## src/rtl/mux_arb_reg.sv

```systemverilog
// N-channel registered multiplexer with valid/ready handshake. The source channel
// comes either from an explicit select code (MODE 0) or from round-robin arbitration (MODE 1).
module mux_arb_reg #(
  parameter int WIDTH = 8,
  parameter int NCH   = 4,
  parameter int SELW  = 2,
  parameter int MODE  = 0
) (
  input  logic                 CLK,
  input  logic                 RST_N,
  input  logic [NCH*WIDTH-1:0] IN_D,
  input  logic [NCH-1:0]       IN_V,
  output logic [NCH-1:0]       IN_R,
  input  logic [SELW-1:0]      SEL,
  output logic [WIDTH-1:0]     OUT_D,
  output logic                 OUT_V,
  input  logic                 OUT_R,
  output logic [SELW-1:0]      OUT_CH
);

  logic [WIDTH-1:0] outData_q, outData_d;
  logic             outValid_q, outValid_d;
  logic [SELW-1:0]  outCh_q, outCh_d;
  logic [SELW-1:0]  ptr_q, ptr_d;

  logic             loadEn;
  logic             selHit;
  logic             grantValid;
  logic [SELW-1:0]  grantIdx;
  logic [WIDTH-1:0] grantData;
  logic [NCH-1:0]   reqRot;
  logic [SELW:0]    candSum;
  logic [SELW-1:0]  ptrNext;

  assign loadEn = !outValid_q || OUT_R;

  // Requests are rotated so bit 0 is the pointer's channel; the lowest set bit wins.
  always_comb begin
    selHit     = 1'b0;
    grantValid = 1'b0;
    grantIdx   = '0;
    candSum    = '0;
    reqRot     = NCH'({IN_V, IN_V} >> ptr_q);
    if (MODE == 0) begin
      for (int i = 0; i < NCH; i++) begin
        if (SEL == SELW'(i)) begin
          selHit     = 1'b1;
          grantIdx   = SELW'(i);
          grantValid = IN_V[i];
        end
      end
    end else begin
      for (int k = NCH - 1; k >= 0; k--) begin
        if (reqRot[k]) begin
          candSum    = {1'b0, ptr_q} + (SELW+1)'(k);
          grantValid = 1'b1;
        end
      end
      if (candSum >= (SELW+1)'(NCH)) begin
        candSum = candSum - (SELW+1)'(NCH);
      end
      grantIdx = candSum[SELW-1:0];
    end
  end

  always_comb begin
    grantData = '0;
    for (int i = 0; i < NCH; i++) begin
      if (grantIdx == SELW'(i)) begin
        grantData = IN_D[i*WIDTH +: WIDTH];
      end
    end
  end

  // In select mode the addressed channel sees ready even when it is not requesting.
  always_comb begin
    IN_R = '0;
    for (int i = 0; i < NCH; i++) begin
      if (MODE == 0) begin
        IN_R[i] = loadEn && selHit && (grantIdx == SELW'(i));
      end else begin
        IN_R[i] = loadEn && grantValid && (grantIdx == SELW'(i));
      end
    end
  end

  assign ptrNext = (grantIdx == SELW'(NCH - 1)) ? '0 : grantIdx + SELW'(1);

  always_comb begin
    outData_d  = outData_q;
    outValid_d = outValid_q;
    outCh_d    = outCh_q;
    ptr_d      = ptr_q;
    if (loadEn) begin
      if (grantValid) begin
        outData_d  = grantData;
        outCh_d    = grantIdx;
        outValid_d = 1'b1;
        if (MODE != 0) begin
          ptr_d = ptrNext;
        end
      end else begin
        outValid_d = 1'b0;
      end
    end
  end

  always_ff @(posedge CLK or negedge RST_N) begin
    if (!RST_N) begin
      outData_q  <= '0;
      outValid_q <= 1'b0;
      outCh_q    <= '0;
      ptr_q      <= '0;
    end else begin
      outData_q  <= outData_d;
      outValid_q <= outValid_d;
      outCh_q    <= outCh_d;
      ptr_q      <= ptr_d;
    end
  end

  assign OUT_D  = outData_q;
  assign OUT_V  = outValid_q;
  assign OUT_CH = outCh_q;

endmodule
```

## config.mk

```make
export PLATFORM = sky130hd
export DESIGN_NAME = mux_arb_reg
export DESIGN_NICKNAME = d
export VERILOG_FILES = /design/src/rtl/mux_arb_reg.sv
export SDC_FILE = /design/constraint.sdc
export NUM_CORES = 1
export LEC_CHECK = 0
export ABC_AREA = 1
export CORE_ASPECT_RATIO = 1.2
export CORE_MARGIN = 1.5
export CORE_UTILIZATION = 34
export DETAILED_ROUTE_END_ITERATION = 6
export HOLD_SLACK_MARGIN = 0.1
export PLACE_DENSITY = 0.82
export SLEW_MARGIN = 20
export SYNTH_ARGS = -nofsm -noshare
export SYNTH_HDL_FRONTEND = slang
export SYNTH_SLANG_ARGS = --single-unit
```

## constraint.sdc

```tcl
create_clock -name CLK -period 1.5 [get_ports CLK]
set_input_delay 0.15 -clock CLK [delete_from_list [all_inputs] [get_ports CLK]]
set_output_delay 0.15 -clock CLK [all_outputs]
set_load 0.01 [all_outputs]
```

==> reports/results.env, run 1 <==
MOST-COMMON-LAYOUT-CELLS='sky130_fd_sc_hd__clkdlybuf4s50_1 (51), sky130_fd_sc_hd__nand3_1 (35), sky130_fd_sc_hd__nand2_1 (32), sky130_fd_sc_hd__buf_4 (13), sky130_fd_sc_hd__dfrtp_1 (11)'
CTSHTREEMAXLEVEL=1
TIMING.FINAL.WS_SETUP_PS=124
VDD.IR_DROP.WORST_mV=0.358
INITIALDRTVIOLATIONCOUNT=29
START_KIND='input port'
CLOCK_PIN_SLEW_REPORTED_FOR_THE_WORST_SETUP_AND_HOLD_PATHS_AFTER_CLOCK_TREE_SYNTHESIS_PS=70
CRITICAL_PATH.MAX_FANOUT=4
DIODES=0
ENDPOINT_KIND='primary output'
SETUP_REPAIR_AFTER_GLOBAL_ROUTING_MISSED_ITS_MARGIN='no'
NUMPLACEDINSTANCES=200
POST-ROUTE-PERIOD-UTIL_PCT=91.8
POST_ROUTE_NON_FILLER_STANDARD_CELL_COUNT=204
WORST_PATH_LARGEST_CELL_DELAY_PS=430
FINCLKSKEW_PS=4.82
DP_SLACK_PS=-196
PORT_BUFFERS=55
FINAL_NET_COUNT=216
IO-PIN-COUNT=56
DRIVE_GT1_SHARE_PCT=13.8
WORSTSETUPPATHTYPE='input port to primary output'
FINALSETUPVIOLATIONS=0
POST-SYNTH-TOP-AREA-FRACTION_PCT=35.8
ANTENNA_FOUND_INITIAL=0
WORST-SLEW-PIN-TRANSITION_PS=467
POWER_DENSITY_OF_THE_PLACED_CELLS_mW_PER_MM2=764
INITIAL_UTILIZATION_PCT=36.7
SYNTH_AREA_PER_CELL_UM2=7.00
DETAILROUTE.WIRELENGTH.MET3_UM=160
DIE_X_UM=46.4
FP-ROW-COUNT=18
MAX-SLEW-MARGIN-REL_PCT=68.8
FINAL_COMMON_CELL='sky130_fd_sc_hd__clkdlybuf4s50_1'
ROUTED_WL_UM=2490
ROUTE.DETAILED.DRC=0
DETAILROUTE.VIA_COUNT=1001
FP.COREAREA_MM2=0.00209
WORST-ENDPOINT-REQUIRED_PS=1350
POSTCTSHOLDBUFS=0
CTS.REPAIR_TIMING.SETUP_BUFFER_COUNT=0
LAYOUT.CORE_UTILIZATION_PCT=67.6
FINALPOWER_mW=1.08
DETAILEDPLACEMENTHPWL_UM=2120
YS_TYPES=15
PATH_BUF_INV=3
SYNTH-SEQ-CELLS=11
NETLIST_TOP_CELLS_AREA='sky130_fd_sc_hd__dfrtp_1 (36%), sky130_fd_sc_hd__nand3_1 (23%), sky130_fd_sc_hd__nand2_1 (16%)'
HOLD_VIOL_FINAL=0
PIN_COUNT_OF_THE_BIGGEST_NET_ENTERING_GLOBAL_ROUTING=13
CLK_LATENCY_PS=260
MET2_WIRELENGTH_UM=1290
CLOCKROOTBUFFER='sky130_fd_sc_hd__clkbuf_4'
YS_WARN_COUNT=0
SYNTH_SEQ_AREA_SHARE_PCT=35.8
CLKSINKCOUNT=11
DIE_HEIGHT_UM=55.1
STATUS='complete, no violations'
AREA_GROWTH_PCT=84.1
GRT_USAGE_PCT=22.5
CP_DATA_ARRIVAL_TIME_PS=1230
GRT_PASS1_VIAS=924
POST_SYNTH_TOP_AREA_CELL='sky130_fd_sc_hd__dfrtp_1'
WORST_HOLD_PATH_TYPE='input port to async pin'
MAPPEDNETLISTNETS=151
SLEW_VIOL_FINAL=0
TIMING.FINAL.CRIT_PERIOD_PS=1380
PLACE_CONGESTION=0.802
CRITICAL-PATH-TOP-DELAY-FAMILY='buffers and inverters'
WIRELENGTH_MET1_UM=1010
CTS_MADE_BUFFERS=3
TOP_LAYER_USED='met4'
WIRE_PER_INST_UM=12.2
FIRST_PASS_ITERS=4
CTS_BUFFER_DEPTH=2
POST_DRT_VIA_CELL_RATIO=4.91
GRT_OVERFLOW=0
MAPPEDNETLISTAREA_UM2=769
CRITICAL-PATH-SLOWEST-CELL='sky130_fd_sc_hd__clkdlybuf4s50_1'
MAX-CAP-VIOLATIONS=0
SYNTH_CELLS=110
ROUTE.ANTENNA.REMAINING_NETS=0
CELLLEAKAGEPOWER_nW=0.654
GRT_FIRST_PASS_WIRELENGTH_UM=4080
TNS_PS=0
REGTOREGSETUPSLACK_PS=410
FLOORPLAN.DIE_AREA_MM2=0.00256
CTS_TREE='yes'
CRITICAL_PATH.CELL_CHAIN='clkdlybuf4s50_1 -> buf_4 -> nor3_1 -> dlygate4sd2_1'
MAX_CLOCK_FREQ_MHz=727
-- layer usage --
layer  up-vias  GRT usage (%)
li1        501              -
met1       446           26.7
met2        50           40.0
met3         4           3.90
met4         0           8.10
met5         -              0
-- logic make-up (layout without fill, tap and decap cells) --
logic type | Yosys count | count (layout) | share of synthesized area, %
buf+inv | 14 | 78 | 11.1
flops | 11 | 11 | 35.8
simple gates | 85 | 85 | 53.2
-- sequential cells by signal, summed over array words and instances, names as in the netlist --
signal,count
OUT_V,1
OUT_D,8
OUT_CH,2
-- through the flow --
stage                     instance area, um2  hold WS, ps
after floorplan                          769         -146
after global placement                  1390          453
after detailed placement                1390          464
after CTS                               1410          215
after global routing                    1420          240
final                                   1420          208
-- worst reg2reg max path, cell delays in order (launching register included) --
cell	delay, ps
sky130_fd_sc_hd__dfrtp_1	340
sky130_fd_sc_hd__inv_1	50
sky130_fd_sc_hd__nor2_2	160
sky130_fd_sc_hd__inv_1	110
sky130_fd_sc_hd__buf_4	160
sky130_fd_sc_hd__nand3_1	100
sky130_fd_sc_hd__nand2_1	60
-- timing repair --
| item | 4_1_cts | 5_1_grt |
|---|---|---|
| hold endpoints to repair | 0 | 0 |
| endpoints found under the setup margin | 4 | 3 |
| gates resized for setup | 4 | 1 |
-- path summary, 6_finish.rpt --
path / to / cells after the start / from
worst max-delay path: IN_R[1] / 4 / SEL[1]
worst min register to register: OUT_D[6] / 2 / OUT_D[6]
max in group asynchronous: OUT_D[4] / 1 / RST_N
min in group CLK: OUT_D[6] / 2 / OUT_D[6]
worst max register to register: OUT_D[6] / 6 / OUT_V
worst min-delay path: OUT_D[1] / 1 / RST_N
-- cell type report --
cell class | count | area (um2)
multi-input cells | 85 | 412
clock buffers | 4 | 26.3
flip-flops and latches | 11 | 275
repair buffers | 68 | 643
fillers | 199 | 678
inverters | 6 | 22.5
well taps | 30 | 37.5
-- cells in the mapped netlist, drive strengths merged --
cell	number
nand4	8
nor2	2
buf	7
nand3	36
dfrtp	11
inv	6
clkbuf	1
nand2	35
nor3	4
-- where the power goes --
part	internal, mW	switching (mW)	leakage [nW]
sequential	0.361	0.0354	0.136
combinational	0.287	0.206	0.503
clock	0.103	0.0908	0.0150
total	0.750	0.332	0.654
(Power assumes the default switching activity.)
==> inputs of run 2 (changes only) <==
Settings changed: PLACE_DENSITY 0.82 to 0.83.
==> reports/results.env, run 2 (same netlist as run 1, synthesis figures left out) <==
STATUS='complete, no violations'
MULTI_INPUT_AREA_UM2=412  # unchanged
DP_SLACK_PS=-193  # +3.02 ps
GRT_PASS1_VIAS=1012  # +9.5%
FILLER_CELL_COUNT=193  # -3.0%
START_KIND='input port'
ROUTED_WL_UM=2660  # +6.5%
CLKSINKCOUNT=11  # unchanged
FLOORPLAN.DIE_AREA_MM2=0.00256  # unchanged
PIN_COUNT_OF_THE_BIGGEST_NET_ENTERING_GLOBAL_ROUTING=13  # unchanged
HOLDWS_PS=215  # +6.58 ps
CLOCK_PIN_SLEW_REPORTED_FOR_THE_WORST_SETUP_AND_HOLD_PATHS_AFTER_CLOCK_TREE_SYNTHESIS_PS=70  # about the same
DETAILEDPLACEMENTHPWL_UM=2220  # +4.8%
CTSHTREEMAXLEVEL=1  # unchanged
LAYOUT.CORE_UTILIZATION_PCT=69.6  # +2.0 points
CP_DATA_ARRIVAL_TIME_PS=1240  # about the same
IO-PIN-COUNT=56  # unchanged
FINCLKSKEW_PS=0.779  # -4.05 ps
FINAL_COMMON_CELL='sky130_fd_sc_hd__clkdlybuf4s50_1'
TIMING.FINAL.CRIT_PERIOD_PS=1390  # +17.6 ps
WORST-ENDPOINT-REQUIRED_PS=1350  # about the same
DIE_HEIGHT_UM=55.1  # unchanged
CTS.REPAIR_TIMING.SETUP_BUFFER_COUNT=0  # unchanged
POST-ROUTE-PERIOD-UTIL_PCT=92.9  # +1.2 points
DETAILED_PLACE.AREA_MM2=0.00144  # +3.2%
SLEW_VIOL_FINAL=0  # unchanged
ROUTE.DETAILED.DRC=0  # unchanged
DRIVE_GT1_SHARE_PCT=17.2  # +3.4 points
GRT_FIRST_PASS_WIRELENGTH_UM=4060  # -0.32%
CLOCKROOTBUFFER='sky130_fd_sc_hd__clkbuf_4'
POST_ROUTE_NON_FILLER_STANDARD_CELL_COUNT=210  # +2.9%
FINAL_NET_COUNT=222  # +2.8%
WIRE_PER_INST_UM=12.6  # +3.4%
DIODES=0  # unchanged
WORSTSETUPPATHTYPE='input port to primary output'
ANTENNA_FOUND_INITIAL=0  # unchanged
WORST_SETUP_PATH_STARTPOINT='SEL[1]'
WORST_HOLD_PATH_TYPE='input port to async pin'
CTS_TREE='yes'
FINALPOWER_mW=1.12  # +3.2%
POST_DRT_VIA_CELL_RATIO=5.00  # +1.8%
NUMPLACEDINSTANCES=206  # +3.0%
FIRST_PASS_ITERS=4  # unchanged
CTS_BUFFER_DEPTH=2  # unchanged
HOLD_VIOL_FINAL=0  # unchanged
POWER_DENSITY_OF_THE_PLACED_CELLS_mW_PER_MM2=766  # +0.29%
MAX-SLEW-MARGIN-REL_PCT=65.8  # -3.0 points
GRT_USAGE_PCT=22.4  # -0.10 points
CELLLEAKAGEPOWER_nW=0.681  # +4.0%
DIE_X_UM=46.4  # unchanged
INITIALDRTVIOLATIONCOUNT=28  # -3.4%
MAX-CAP-VIOLATIONS=0  # unchanged
DETAILROUTE.VIA_COUNT=1049  # +4.8%
POST-ROUTE-CELL-AREA_MM2=0.00146  # +2.9%
MAX_CLOCK_FREQ_MHz=717  # -1.3%
CRITICAL_PATH.MAX_FANOUT=4  # unchanged
AREA_GROWTH_PCT=89.4
TNS_PS=0  # unchanged
GRT_OVERFLOW=0  # unchanged
CTS_MADE_BUFFERS=3  # unchanged
ENDPOINT_KIND='primary output'
CLK_LATENCY_PS=270  # about the same
PLACE_CONGESTION=0.777  # -3.1%
FP-ROW-COUNT=18  # unchanged
MAX_REG_FLOPS=8  # unchanged
MOST-COMMON-LAYOUT-CELLS='sky130_fd_sc_hd__clkdlybuf4s50_1 (51), sky130_fd_sc_hd__nand3_1 (35), sky130_fd_sc_hd__nand2_1 (32), sky130_fd_sc_hd__buf_4 (19), sky130_fd_sc_hd__dfrtp_1 (11)'
SEQCELLAREA_UM2=275  # unchanged
WORST-SLEW-PIN-TRANSITION_PS=512  # +44.7 ps
CRITICAL_PATH.REG2REG.STARTPOINT='OUT_V'
FP.COREAREA_MM2=0.00209  # unchanged
FINALSETUPVIOLATIONS=0  # unchanged
TIMING.FINAL.WS_SETUP_PS=106  # -17.6 ps
INITIAL_UTILIZATION_PCT=36.7  # unchanged
ROUTE.ANTENNA.REMAINING_NETS=0  # unchanged
SETUP_REPAIR_AFTER_GLOBAL_ROUTING_MISSED_ITS_MARGIN='no'
PORT_BUFFERS=55  # unchanged
VDD.IR_DROP.WORST_mV=0.412  # +15%
[run 2: cell type report]
type / instances / area share [%]
flip-flops and latches: 11 / 18.9
clock buffers: 4 / 1.80
inverters: 6 / 1.55
well taps: 30 / 2.58
repair buffers: 74 / 47.0
multi-input cells: 85 / 28.2
[run 2: per-layer routing]
metal / share of wire, % / global-route usage (%) / up-vias
met5: 0 / 0 / -
met4: 0.41 / 10.0 / 0
met3: 7.4 / 2.92 / 2
met2: 52 / 44.0 / 49
met1: 40 / 22.8 / 482
li1: - / - / 516
[run 2: critical path, stage by stage]
cell and delay (ps):
sky130_fd_sc_hd__clkdlybuf4s50_1 470, sky130_fd_sc_hd__buf_4 180, sky130_fd_sc_hd__nor3_1 160, sky130_fd_sc_hd__dlygate4sd2_1 280
[run 2: report_power, final]
group | internal (mW) | switching [mW]
clock | 0.103 | 0.102
sequential | 0.361 | 0.0352
combinational | 0.299 | 0.217
total | 0.763 | 0.354
[run 2: path summary, 6_finish.rpt]
path,endpoint,slack [ps],depth (start not counted)
hold / removal,OUT_D[6],210,1
setup / recovery,IN_R[1],110,4
setup reg to reg,OUT_D[2],300,7
hold reg to reg,OUT_CH[1],480,2
max in group asynchronous,OUT_D[0],940,1
min in group CLK,OUT_CH[1],480,2
[run 2: timing repair]
action                                  4_1_cts  5_1_grt
cloned                                        0        0
endpoints found under the setup margin        4        1
gates resized for setup                       5        3
hold buffers                                  0        0
hold endpoints to repair                      0        0
